File: src/rtl/fetch_unit.sv
// fetch_unit: two-byte instruction fetch sequencer for the 8-bit processor.
// It reads the opcode and then the operand from memory at the program counter.
// Each byte is presented on mdr_o together with a load strobe for the
// instruction register. The PC advances after each byte.
// Optional feature: define FETCH_TIMEOUT_EN to abort a read that goes
// unacknowledged for TIMEOUT cycles.
module fetch_unit #(
   parameter logic [7:0] PC_RESET = 8'h00,
   parameter int         TIMEOUT  = 16
) (
   input  logic       clk_i,
   input  logic       reset_i,
   input  logic       fetch_start_i,
   input  logic       pc_load_i,
   input  logic [7:0] pc_in_i,
   output logic [7:0] mem_addr_o,
   output logic       mem_rd_o,
   input  logic [7:0] mem_rdata_i,
   input  logic       mem_ack_i,
   output logic [7:0] mdr_o,
   output logic       load_iru_o,
   output logic       load_irl_o,
   output logic [7:0] pc_o,
   output logic       busy_o,
   output logic       fetch_done_o,
   output logic       fetch_err_o
);

   typedef enum logic [2:0] {
      IDLE = 3'd0,
      RD_U = 3'd1,
      LD_U = 3'd2,
      RD_L = 3'd3,
      LD_L = 3'd4,
      DONE = 3'd5
   } state_t;

   state_t     state_q, state_d;
   logic [7:0] pc_q, pc_d;
   logic [7:0] mdr_q, mdr_d;
   logic       memRd;
   logic       loadIru;
   logic       loadIrl;
   logic       fetchDone;
   logic       fetchErr;

`ifdef FETCH_TIMEOUT_EN
   localparam int CNT_W = (TIMEOUT < 2) ? 1 : $clog2(TIMEOUT + 1);
   logic [CNT_W-1:0] waitCnt_q, waitCnt_d;
`endif

   // State, PC, data register and wait counter update; reset discards any partial fetch
   always_ff @(posedge clk_i) begin
      if (reset_i) begin
         state_q   <= IDLE;
         pc_q      <= PC_RESET;
         mdr_q     <= 8'h00;
`ifdef FETCH_TIMEOUT_EN
         waitCnt_q <= '0;
`endif
      end else begin
         state_q   <= state_d;
         pc_q      <= pc_d;
         mdr_q     <= mdr_d;
`ifdef FETCH_TIMEOUT_EN
         waitCnt_q <= waitCnt_d;
`endif
      end
   end

   // Next-state and output decode; the wait counter falls back to zero outside waiting RD cycles
   always_comb begin
      state_d   = state_q;
      pc_d      = pc_q;
      mdr_d     = mdr_q;
      memRd     = 1'b0;
      loadIru   = 1'b0;
      loadIrl   = 1'b0;
      fetchDone = 1'b0;
      fetchErr  = 1'b0;
`ifdef FETCH_TIMEOUT_EN
      waitCnt_d = '0;
`endif
      case (state_q)
         IDLE: begin
            if (pc_load_i) begin
               pc_d = pc_in_i;
            end
            if (fetch_start_i) begin
               state_d = RD_U;
            end
         end
         RD_U: begin
            memRd = 1'b1;
`ifdef FETCH_TIMEOUT_EN
            if (waitCnt_q == CNT_W'(TIMEOUT)) begin
               memRd    = 1'b0;
               fetchErr = 1'b1;
               state_d  = IDLE;
            end else
`endif
            if (mem_ack_i) begin
               mdr_d   = mem_rdata_i;
               state_d = LD_U;
            end
`ifdef FETCH_TIMEOUT_EN
            else begin
               waitCnt_d = waitCnt_q + CNT_W'(1);
            end
`endif
         end
         LD_U: begin
            loadIru = 1'b1;
            pc_d    = pc_q + 8'd1;
            state_d = RD_L;
         end
         RD_L: begin
            memRd = 1'b1;
`ifdef FETCH_TIMEOUT_EN
            if (waitCnt_q == CNT_W'(TIMEOUT)) begin
               memRd    = 1'b0;
               fetchErr = 1'b1;
               state_d  = IDLE;
            end else
`endif
            if (mem_ack_i) begin
               mdr_d   = mem_rdata_i;
               state_d = LD_L;
            end
`ifdef FETCH_TIMEOUT_EN
            else begin
               waitCnt_d = waitCnt_q + CNT_W'(1);
            end
`endif
         end
         LD_L: begin
            loadIrl = 1'b1;
            pc_d    = pc_q + 8'd1;
            state_d = DONE;
         end
         DONE: begin
            fetchDone = 1'b1;
            state_d   = IDLE;
         end
         default: begin
            state_d = IDLE;
         end
      endcase
   end

   assign mem_addr_o   = pc_q;
   assign pc_o         = pc_q;
   assign mdr_o        = mdr_q;
   assign mem_rd_o     = memRd;
   assign load_iru_o   = loadIru;
   assign load_irl_o   = loadIrl;
   assign busy_o       = (state_q != IDLE);
   assign fetch_done_o = fetchDone;
`ifdef FETCH_TIMEOUT_EN
   assign fetch_err_o  = fetchErr;
`else
   assign fetch_err_o  = 1'b0;
`endif

endmodule

File: config.mk
export PLATFORM = sky130hd
export DESIGN_NAME = fetch_unit
export DESIGN_NICKNAME = d
export VERILOG_FILES = /design/src/rtl/fetch_unit.sv
export SDC_FILE = /design/constraint.sdc
export NUM_CORES = 1
export LEC_CHECK = 0
export ABC_AREA = 1
export BUFFER_PORTS_ARGS = -buffer_cell sky130_fd_sc_hd__buf_2
export CORE_ASPECT_RATIO = 1.25
export CORE_UTILIZATION = 45
export DETAILED_ROUTE_END_ITERATION = 10
export MAX_ROUTING_LAYER = met4
export PLACE_DENSITY = 0.78
export SYNTH_ARGS = -nofsm -noshare
export SYNTH_HDL_FRONTEND = slang
export SYNTH_SLANG_ARGS = --single-unit
export TNS_END_PERCENT = 5
File: constraint.sdc
create_clock -name clk_i -period 1.4 [get_ports clk_i]
set_input_delay 0.14 -clock clk_i [delete_from_list [all_inputs] [get_ports clk_i]]
set_output_delay 0.14 -clock clk_i [all_outputs]
set_load 0.05 [all_outputs]
# Yosys cells after proc, flatten, opt, wreduce, memory -nomap -nowiden
# Cells that the tools add are included.
# word_totals
reg_bits	19
# op_classes
add_sub_neg	1
n_eq_ne	9
muxes	10
n_reduce_logical	8
# op_table
op	n
$pmux W8 S2	1
$pmux W3 S5	1
$mux W3	3
$add A8 B1 Y8 const B	1
$mux W8	1
$ne A2 B2 Y1 const B	4
$eq A3 B2 Y1 const B	2
$eq A3 B3 Y1 const B	2
$mux W1	4
$reduce_and A2 Y1	2
$reduce_or A2 Y1	2
$eq A3 B1 Y1 const B	1
$logic_not A3 Y1	1
$reduce_and A3 Y1	1
$reduce_bool A3 Y1	1
$reduce_bool A2 Y1	1

# Longest topological paths before layout
# Gate-level depths: netlist (run 1).
# logic_depth
depth_word	4
ltp_mapped	8
mapped_depth_nobuf	8

# Worst setup path after synthesis (run 1)
# No wires, ideal clock.
# synth_path
path_kind	register to output
start	reg state_q[0]
end	out fetch_done_o
arrival_ns	1.557
setup_slack_ns	-0.297
stages_incl_launch_ff	3
path_cell_list	dfxtp_1 > inv_1 > nor3_1
# synth_via
elab_chain_len	2
# synth_lines
item	line_no	text
start: declaration	38	state_t state_q, state_d;
start signal: assignment	62	state_q <= state_d;
$eq A3 B3 Y1	84	case (state_q)
$mux W1	84	
end: declaration	25	output logic fetch_done_o,
# No other way between the ends.

# Worst setup path after layout (run 1)
# layout_path
start	reg state_q[2]
end	out load_iru_o
# layout_via
elab_chain_len	2
# layout_lines
item	line_no	text
$eq A3 B2 Y1	84	
$mux W1	84	
end: declaration	21	output logic load_iru_o,
# No other way between the ends.

==> results.txt, run 1 <==
The run finished with clean final reports. The final count of hold timing violations came out at 0. The biggest cell delay along the critical path came out at between 300 and 400 ps. The register bit total from synthesis came out at 19. The depth of the critical timing path with buffers and inverters included is 4. The share of the synthesized area in the top cell type came out at a little over a third. Relative to the synthesized area, the layout overhead comes to 25.5%. The final-report max-slew violation count was 0. The first routing iteration left 24 violations. The worst-case clock buffer depth is 2. The final setup skew came out at approximately 8 ps.

The clock net in this run drives a total of 19 sinks. The layout cell share with drive strength beyond 1 came out at 30.8%. The maximum clock frequency came out at 745 MHz. The worst reg2reg path depth came out at 8. The total negative setup slack is 0 ps. The global-route total usage across every layer is about a fifth. The initial utilization of the core area, before any placement, comes to 48.2%.

The startpoint type of the worst setup path is a flip-flop. A synthesized cell averages 6.27 um2. The synthesized net count came out at approximately 190. The number of different library cells used by synthesis comes to 20.

In this run the standard cell core region covers about 2200 um2. The largest area contributor in the synthesized netlist is dfxtp_1. The cell sitting at the root of the clock tree is a clkbuf_4.

The top cell types in the final layout, fill and taps aside, are buf_2, nand2_1, nor2_1, inv_1, dfxtp_1. The number of hold buffers added after cts came out at 0. The data required time at the worst endpoint is around 1300 ps. The number of ports placed on the die boundary came out at 51. The floorplan has 19 rows. The post-route clock period utilization came out at 95.9%. The average wire length per cell after detail routing came out at 9.75 um.

The routed wire length is roughly 2400 um. The first global-routing pass estimated approximately 4000 um of wire. In this run the horizontal extent of the chip is 45.5 um. The kind of critical path is reg -> out.

The total inserted antenna cells is 0. The commonest non-fill, non-tap cell in the layout is buf_2. In the synthesized netlist, the number of instances is 170.

The vertical extent of the die came out at 56.4 um. The detailed-routing iteration count for the pre-antenna-repair pass is 4. Among cell families on the critical path, the largest total delay comes from buffers and inverters. The maximum number of pins on one net before global-route repair came out at 15.

The yosys synthesis warning count came out at 0. The clock tree from TritonCTS is yes. Together, buffers and inverters on the worst path number 3.

By area the synthesized netlist is led by dfxtp_1, nand2_1, nor2_1. The number of global-route vias before repair is between 900 and 1,000. The worst hold path was traced through 3 stages. The sequential fraction of the synthesis area is roughly 36%. The cell area after synthesis came out at 1070 um2. CTS built an H-tree with a depth of 1. The final routed DRC violation total is 0. The top fanout value on the critical path is 7. The number of nets at the end of the flow came out at around 240.

The arrival time at the worst endpoint is roughly 1200 ps. The filler cells instantiated in the layout total approximately 240. TritonCTS created 3 clock buffers. The final critical delay including setup and external delays is approximately 1300 ps.

The worst hold path belongs to the class in -> reg. The die covers roughly 2600 um2. The slowest stage of the critical path belongs to the cell dfxtp_1. The total via count after detailed routing is between 1,000 and 1,500. The setup violation total in the final timing report came out at 0. The critical path goes through inv_2, nand3_1, inv_1, buf_4. The via density per instance is roughly 4.7. The sum of net half-perimeters after detailed placement is around 1800 um. The remaining antenna violation count after routing came out at 0.

The count of port buffers added during placement is roughly 50. After clock tree synthesis, the clock-pin slew on the worst setup and hold paths is about 110 ps. The clock latency on the worst-skew pair came out at 300 ps. The number of antenna violations at the first check in global routing is 0. Setup repair after global routing could not meet its margin everywhere. The post-CTS setup buffer count came out at 0. The residual overflow from global routing is 0.

The global placement routability congestion came out at 0.782. The fraction of the core area covered by cells at the end of the flow came out at between 60% and 70%. The number of maximum-capacitance violations came out at 0. STA classifies the critical path endpoint as an output pin.
## worst register-to-register path: stages, from the launching register on
cell and delay (ps):
dfxtp_1 420, ha_1 190, nand2_1 90, nor2_2 160
nand2_1 70, nand2_1 60, nand3_1 60, nand2_1 70
a21oi_1 60
## synth_stat cells
library cell  number
clkbuf_1           1
inv_2              2
nand2_2            3
nand2_1           38
buf_4              9
or2_2              1
o21ai_0           13
dfxtp_1           19
nand3_1           16
buf_6              1
a21oi_1            8
ha_1               1
nor3_1             1
inv_1             18
o21ai_1            2
conb_1             1
or2_1              1
nor2_1            33
nor2_2             1
a211oi_1           1
## per-stage QoR
step / cell area, um2 / instances / hold WS (ps) / worst slack, ps
6_report: 1340 / 245 / 83.0 / 57.8
5_1_grt: 1340 / 245 / 89.4 / -24.8
4_1_cts: 1320 / 245 / 78.1 / -2.07
3_5_place_dp: 1290 / 241 / 397 / 116
3_3_place_gp: 1290 / 241 / 388 / 110
2_1_floorplan: 1070 / 170 / 209 / -200
## what timing repair did
action,CTS,global route
pin swaps,0,0
endpoints found under the setup margin,4,13
gates resized for setup,5,5
## registers in the layout, summed over array words and instances (netlist names)
register / flops
mdr_o: 8
mem_addr_o: 8
state_q: 3
## final cells by class
type	count	area (um2)	share of cell area, %
inverters	20	75.1	5.61
clock buffers	4	26.3	1.96
well taps	31	38.8	2.90
repair buffers	51	274	20.5
flip-flops and latches	19	383	28.6
multi-input cells	120	541	40.4
## metal layers
layer	track usage, %	part of all wire [%]	vias to the layer above	wire length [um]
li1	-	-	614	-
met1	23.3	45	501	1070
met2	34.1	49	40	1160
met3	2.57	4.7	6	113
met4	9.09	1.8	0	42
met5	-	0	-	0
## final timing paths
check	endpoint	startpoint	slack, ps
setup / recovery	load_iru_o	state_q[2]	60
hold / removal	mdr_o[5]	mem_rdata_i[5]	80
setup reg to reg	mem_addr_o[6]	mem_addr_o[1]	150
hold reg to reg	mdr_o[5]	mdr_o[5]	490
## cells by family (layout without fill, tap and decap cells)
logic type | count (synthesis) | in the layout | synth area share, %
AOI/OAI and AO/OA | 24 | 24 | 11.5
adders and majority gates | 1 | 1 | 1.17
buffers and inverters | 31 | 75 | 14.8
DFF | 19 | 19 | 35.7
other | 1 | 1 | 0.352
and+or+nand+nor | 94 | 94 | 36.5
Power of run 1 is left out: the tool's default activity adds up to more than one toggle a clock period on the data nets, which glitch-free logic cannot reach.
==> inputs of run 2 (changes only) <==
--- a/config.mk
+++ b/config.mk
@@ -6,7 +6,7 @@
 export NUM_CORES = 1
 export LEC_CHECK = 0
 export ABC_AREA = 1
-export BUFFER_PORTS_ARGS = -buffer_cell sky130_fd_sc_hd__buf_2
+export BUFFER_PORTS_ARGS = -buffer_cell sky130_fd_sc_hd__buf_4
 export CORE_ASPECT_RATIO = 1.25
 export CORE_UTILIZATION = 45
 export DETAILED_ROUTE_END_ITERATION = 10
==> results.txt, run 2 (synthesis results as in run 1) <==
The post-route clock period utilization is a little over nine tenths. Entering global routing, the biggest net connects 15 pins. The signal on the critical path passes through inv_1, nand3_2, inv_1, buf_4.

Counting I/O delays and the setup requirement, the final critical path takes ~1300 ps. The critical path is of the reg -> out type. The post-placement worst setup slack came out at between 80 and 90 ps.

The number of cells on the worst reg-to-reg path is 7. The cell type with the highest occurrence count on the critical path is inv_1. The library cell used most frequently in the layout, excluding fill and tap cells, is buf_4. The top fanout value on the critical path came out at 7.

The total clock buffers created by CTS is 3. The library cell used as clock root buffer is clkbuf_4. The flop-to-flop setup slack is about 120 ps. The starting density of the core is between 40% and 50%.

For this run, design rule violations remaining after detail routing come to 0. The total power consumption of the routed design is slightly above 4 mW. The number of antenna violations at the first check in global routing came out at 0. The final-report max-slew violation count is 0.

The die covers between 2000 and 3000 um2. The area of the core region is between 2000 and 2500 um2. The reported leakage power is roughly 0.75 nW. The count of port buffers added during placement came out at 49. The classification of the worst-slack hold path is in -> reg. The number of global-route vias before repair is roughly 1,100. The layout overhead on the synthesized area came out at 38.0%. In this run the number of H-tree levels came out at 1. The number of maximum-capacitance violations came out at 0. The final non-filler cell total came out at 246. The first detailed-routing pass ran for 4 iterations. The number of nets at the end of the flow is about 240. The data required time at the worst endpoint is around 1300 ps. The wire length of the first global-routing pass is 4240 um. The maximum clock frequency is 746 MHz.

The global placement routability congestion is around 0.8. The detailed router placed ~1,200 vias in this run. The fraction of the core area covered by cells at the end of the flow came out at 66.6%. The number of cell rows came out at 19. The via density per instance came out at between 4 and 5. The average wire length per cell after detail routing is about 10 um.

The violation count after the first detailed-route iteration is 22. The flow ran to the end, and the final reports show no timing, DRC or antenna violations. The worst setup path is captured at an output pin. For the final database, setup skew stands at roughly 4.6 ps. The final count of hold timing violations is 0.

The clock edge transition at the registers on the reported setup and hold paths is 110 ps. TritonCTS built the clock tree. The placed cell count is approximately 240. CTS saw 19 sinks. The die is ~46 um wide. The startpoint identified for the worst register-to-register timing path is state_q[1]. Setup violations remaining at the end of the flow were counted as 0. The die is approximately 56 um tall. For this run, the slowest stage of the critical path takes around 400 ps.

The worst hold path begins at reset_i. After legalization and detailed placement, the total HPWL measured 2000 um. Hold repair after CTS inserted 0 buffers. For the final routed database, the setup TNS stands at 0 ps. The slack of the critical path is 59.2 ps. The worst-case clock buffer depth came out at 2. The top cell types in the final layout, fill and taps aside, are buf_4, nand2_1, nor2_1, inv_1, dfxtp_1.

The slowest stage of the critical path is the dfxtp_4 cell. Power spread over the standard cell area amounts to between 2000 and 3000 nW/um2. The worst hold path depth is 2.

The clock latency on the worst-skew pair is ~290 ps. The maximum ir drop on the vdd rail came out at between 1.5 and 2 mV. The worst register-to-register path ends at mem_addr_o[5]. The total inserted antenna cells is 0. For this block, the routed nets add up to 2580 um of wire. In the global route stage, overall resource usage came out at about 22%. The detail route stage leaves a number of antenna-violating nets equal to 0. The post-route netlist has around a third of its cells at a drive strength greater than 1. STA classifies the critical path startpoint as a flip-flop. The residual overflow from global routing came out at 0. The path with the worst hold slack has its endpoint at mem_addr_o[7]. Data arrives at the worst endpoint at 1200 ps. 51 I/O pins were placed.
## run 2: metal layers
metal | wire length (um) | track usage [%] | vias to the layer above | share of wire [%]
met4 | 27 | 11.7 | 0 | 1.0
met2 | 1310 | 38.0 | 42 | 51
met3 | 104 | 1.93 | 4 | 4.0
li1 | - | - | 614 | -
met1 | 1130 | 24.4 | 524 | 44
met5 | 0 | - | - | 0
## run 2: timing repair
item                                    CTS  global route
cloned                                    0             0
endpoints found under the setup margin    2             7
hold endpoints to repair                  0             0
resized for setup                         3             7
setup buffers                             0             0
## run 2: critical path, delay by kind of cell, from the launching register on
family,cells,cell delay [ps]
buf+inv,3,400
flops,1,390
simple gates,1,130
## run 2: stage by stage
stage / hold WS (ps) / area, um2
2_1_floorplan: 209 / 1070
3_3_place_gp: 365 / 1420
3_5_place_dp: 367 / 1420
4_1_cts: 39.7 / 1450
5_1_grt: 33.1 / 1470
6_report: 51.3 / 1470
## run 2: cell type report
class / count / area, um2
Timing Repair Buffer: 52 / 394
Tap cell: 31 / 38.8
Multi-Input combinational cell: 120 / 551
Inverter: 20 / 75.1
Sequential cell: 19 / 387
Clock buffer: 4 / 26.3
Fill cell: 202 / 739
## run 2: how the worst max path moves through the flow
stage,to,slack [ps],cells past startpoint,from
after CTS,load_irl_o,50,4,state_q[1]
after global routing,mem_addr_o[5],-1,7,state_q[1]
after detailed placement,mem_addr_o[5],90,7,state_q[1]
after global placement,mem_addr_o[4],130,7,state_q[1]
after floorplan,mem_addr_o[6],-200,8,mem_addr_o[1]
final,load_iru_o,60,4,state_q[0]
## run 2: power by group
part | internal [mW] | leakage [nW] | switching [mW]
Combinational | 0.855 | 0.582 | 1.97
Clock | 0.111 | 0.0150 | 0.166
Sequential | 0.759 | 0.158 | 0.234
Total | 1.73 | 0.755 | 2.37
No activity file was read; power rests on OpenSTA's default activity.
==> inputs of run 3 (changes only) <==
==> constraint.sdc (replaced) <==
create_clock -name clk_i -period 1.5 [get_ports clk_i]
set_input_delay 0.15 -clock clk_i [delete_from_list [all_inputs] [get_ports clk_i]]
set_output_delay 0.15 -clock clk_i [all_outputs]
set_load 0.05 [all_outputs]
==> results.txt, run 3 (synthesis results as in run 1) <==
The run finished with clean final reports. The worst hold path depth is 2. The detailed-routing iteration count for the pre-antenna-repair pass came out at 4. Measured in cells, the most critical reg-to-reg path has a length of 7. The first global-routing pass estimated roughly 4600 um of wire. The final design area excluding fillers is roughly 1400 um2. The maximum clock frequency came out at between 600 and 700 MHz. The library cells used most frequently in the layout, excluding fill and tap cells, are buf_4, nand2_1, nor2_1, inv_1, dfxtp_1. The layout cell share with drive strength beyond 1 came out at a little under a third.

The later pin in the worst-skew pair is clocked with a latency of slightly above 300 ps. The met3 global-route usage came out at under 10%. The arrival time at the worst endpoint is ~1300 ps.

Entering global routing, the biggest net connects 15 pins. The most used routing layer is met2. The top fanout value on the critical path came out at 7. The setup violation total in the final timing report came out at 0. The total clock buffers created by CTS is 3. The number of clock sinks seen by CTS is 19. Walking the worst path, the cells encountered are nand3_1, nand2_2, buf_4.

The routed wire length is around 2600 um. The starting density of the core came out at 48.2%. The number of global-route vias before repair was about 1,200. The instance area after placement came out at between 1000 and 1500 um2. The area of the core region is approximately 2200 um2. The total negative setup slack came out at 0 ps. The total via count after detailed routing came out at between 1,000 and 1,500. The number of ports placed on the die boundary is 51. The sum of net half-perimeters after detailed placement came out at approximately 2100 um. The worst-path cell with the longest stage delay is dfxtp_1. For the worst setup path, the data required time is 1350 ps. The number of antenna violations at the first check in global routing is 0.

The kind of capture point of the worst setup path is an output pin. The number of levels in the clock H-tree is 1. The count of port buffers added during placement is 49. The number of nets at the end of the flow is ~240. For met2 alone, demand over resource in global routing was 40.2%. The fraction of the core area covered by cells at the end of the flow is between 60 and 70%. The residual overflow from global routing is 0. The number of maximum-capacitance violations is 0. The library cell used as clock root buffer is clkbuf_4.

The violation count after the first detailed-route iteration came out at 24. After layout, the design draws a total of about 3.7 mW. The worst path needs roughly 1400 ps of the cycle, external delays included. The final count of hold timing violations came to 0.

The clock edge transition at the registers on the reported setup and hold paths is 110 ps. TritonCTS built the clock tree. The worst setup path is of the reg -> out kind. The floorplan step set the die height to ~56 um. The number of cell rows came out at 19. 0 antenna diodes ended up in the layout. The maximum ir drop on the vdd rail is 1.57 mV. The average wire length per cell after detail routing came out at roughly 11 um. The post-route clock period utilization is between 90 and 100%. The worst-case clock buffer depth is 2. The global-route total usage across every layer is 24.2%.

The reported leakage power is 0.741 nW. Setup repair after global routing left no endpoint under its margin. The final routed DRC violation total is 0. The tightest min-delay check is of the in -> reg type.

The layout overhead on the synthesized area came out at 34.6%. The global placement routability congestion came out at just over 0.8. The worst setup path is launched from a flip-flop. The detail route stage leaves a number of antenna-violating nets equal to 0. The number of fillers in the final layout is between 200 and 250. The die outline area is roughly 2600 um2.

In the routed layout, each cell is associated on average with a via count of just under 5. Power spread over the standard cell area amounts to 2600 nW/um2. The commonest non-fill, non-tap cell in the layout is buf_4. On the worst path, the slowest cell contributes a delay of 490 ps. The final-report max-slew violation count came out at 0. The final setup skew came out at ~2.8 ps.

The horizontal extent of the die came out at ~46 um. The met1 layer usage reported by global route is 26.2%.
==> run 3: through the flow <==
stage	cells	hold WS, ps	setup slack, ps
global route	244	33.6	1.23
CTS	244	30.9	38.6
floorplan	170	219	-99.9
finish	244	39.0	55.7
detailed placement	240	373	159
global placement	240	371	224
==> run 3: area by class of cell <==
type                            instances  area (um2)  area share (%)
Clock inverter                          1        5.00           0.349
Inverter                               20        75.1            5.23
Timing Repair Buffer                   50         375            26.2
Clock buffer                            3        22.5            1.57
Sequential cell                        19         383            26.7
Multi-Input combinational cell        120         536            37.3
Tap cell                               31        38.8            2.70
==> run 3: layer usage <==
metal	wire length, um	vias up	part of all wire [%]
met3	158	8	6.1
met1	1040	505	40
met4	72	0	2.8
li1	-	611	-
met5	0	-	0
met2	1330	49	51
==> run 3: path summary, 6_finish.rpt <==
kind,slack [ps],end,startpoint
hold / removal,40,mem_addr_o[7],reset_i
setup reg to reg,200,mem_addr_o[4],state_q[1]
setup / recovery,60,mem_rd_o,state_q[1]
hold reg to reg,500,mdr_o[0],mdr_o[0]
==> run 3: critical path, delay by kind of cell, from the launching register on <==
family / cells / cell delay (ps)
simple gates: 2 / 300
flops: 1 / 490
buf+inv: 1 / 200
==> run 3: timing repair <==
action	CTS	global route
buffers inserted	0	0
gates resized for setup	0	4
setup endpoints to repair	0	4
hold buffers	0	0
==> run 3: where the power goes <==
part | switching [mW] | internal [mW]
sequential | 0.237 | 0.703
combinational | 1.79 | 0.740
clock | 0.166 | 0.0997
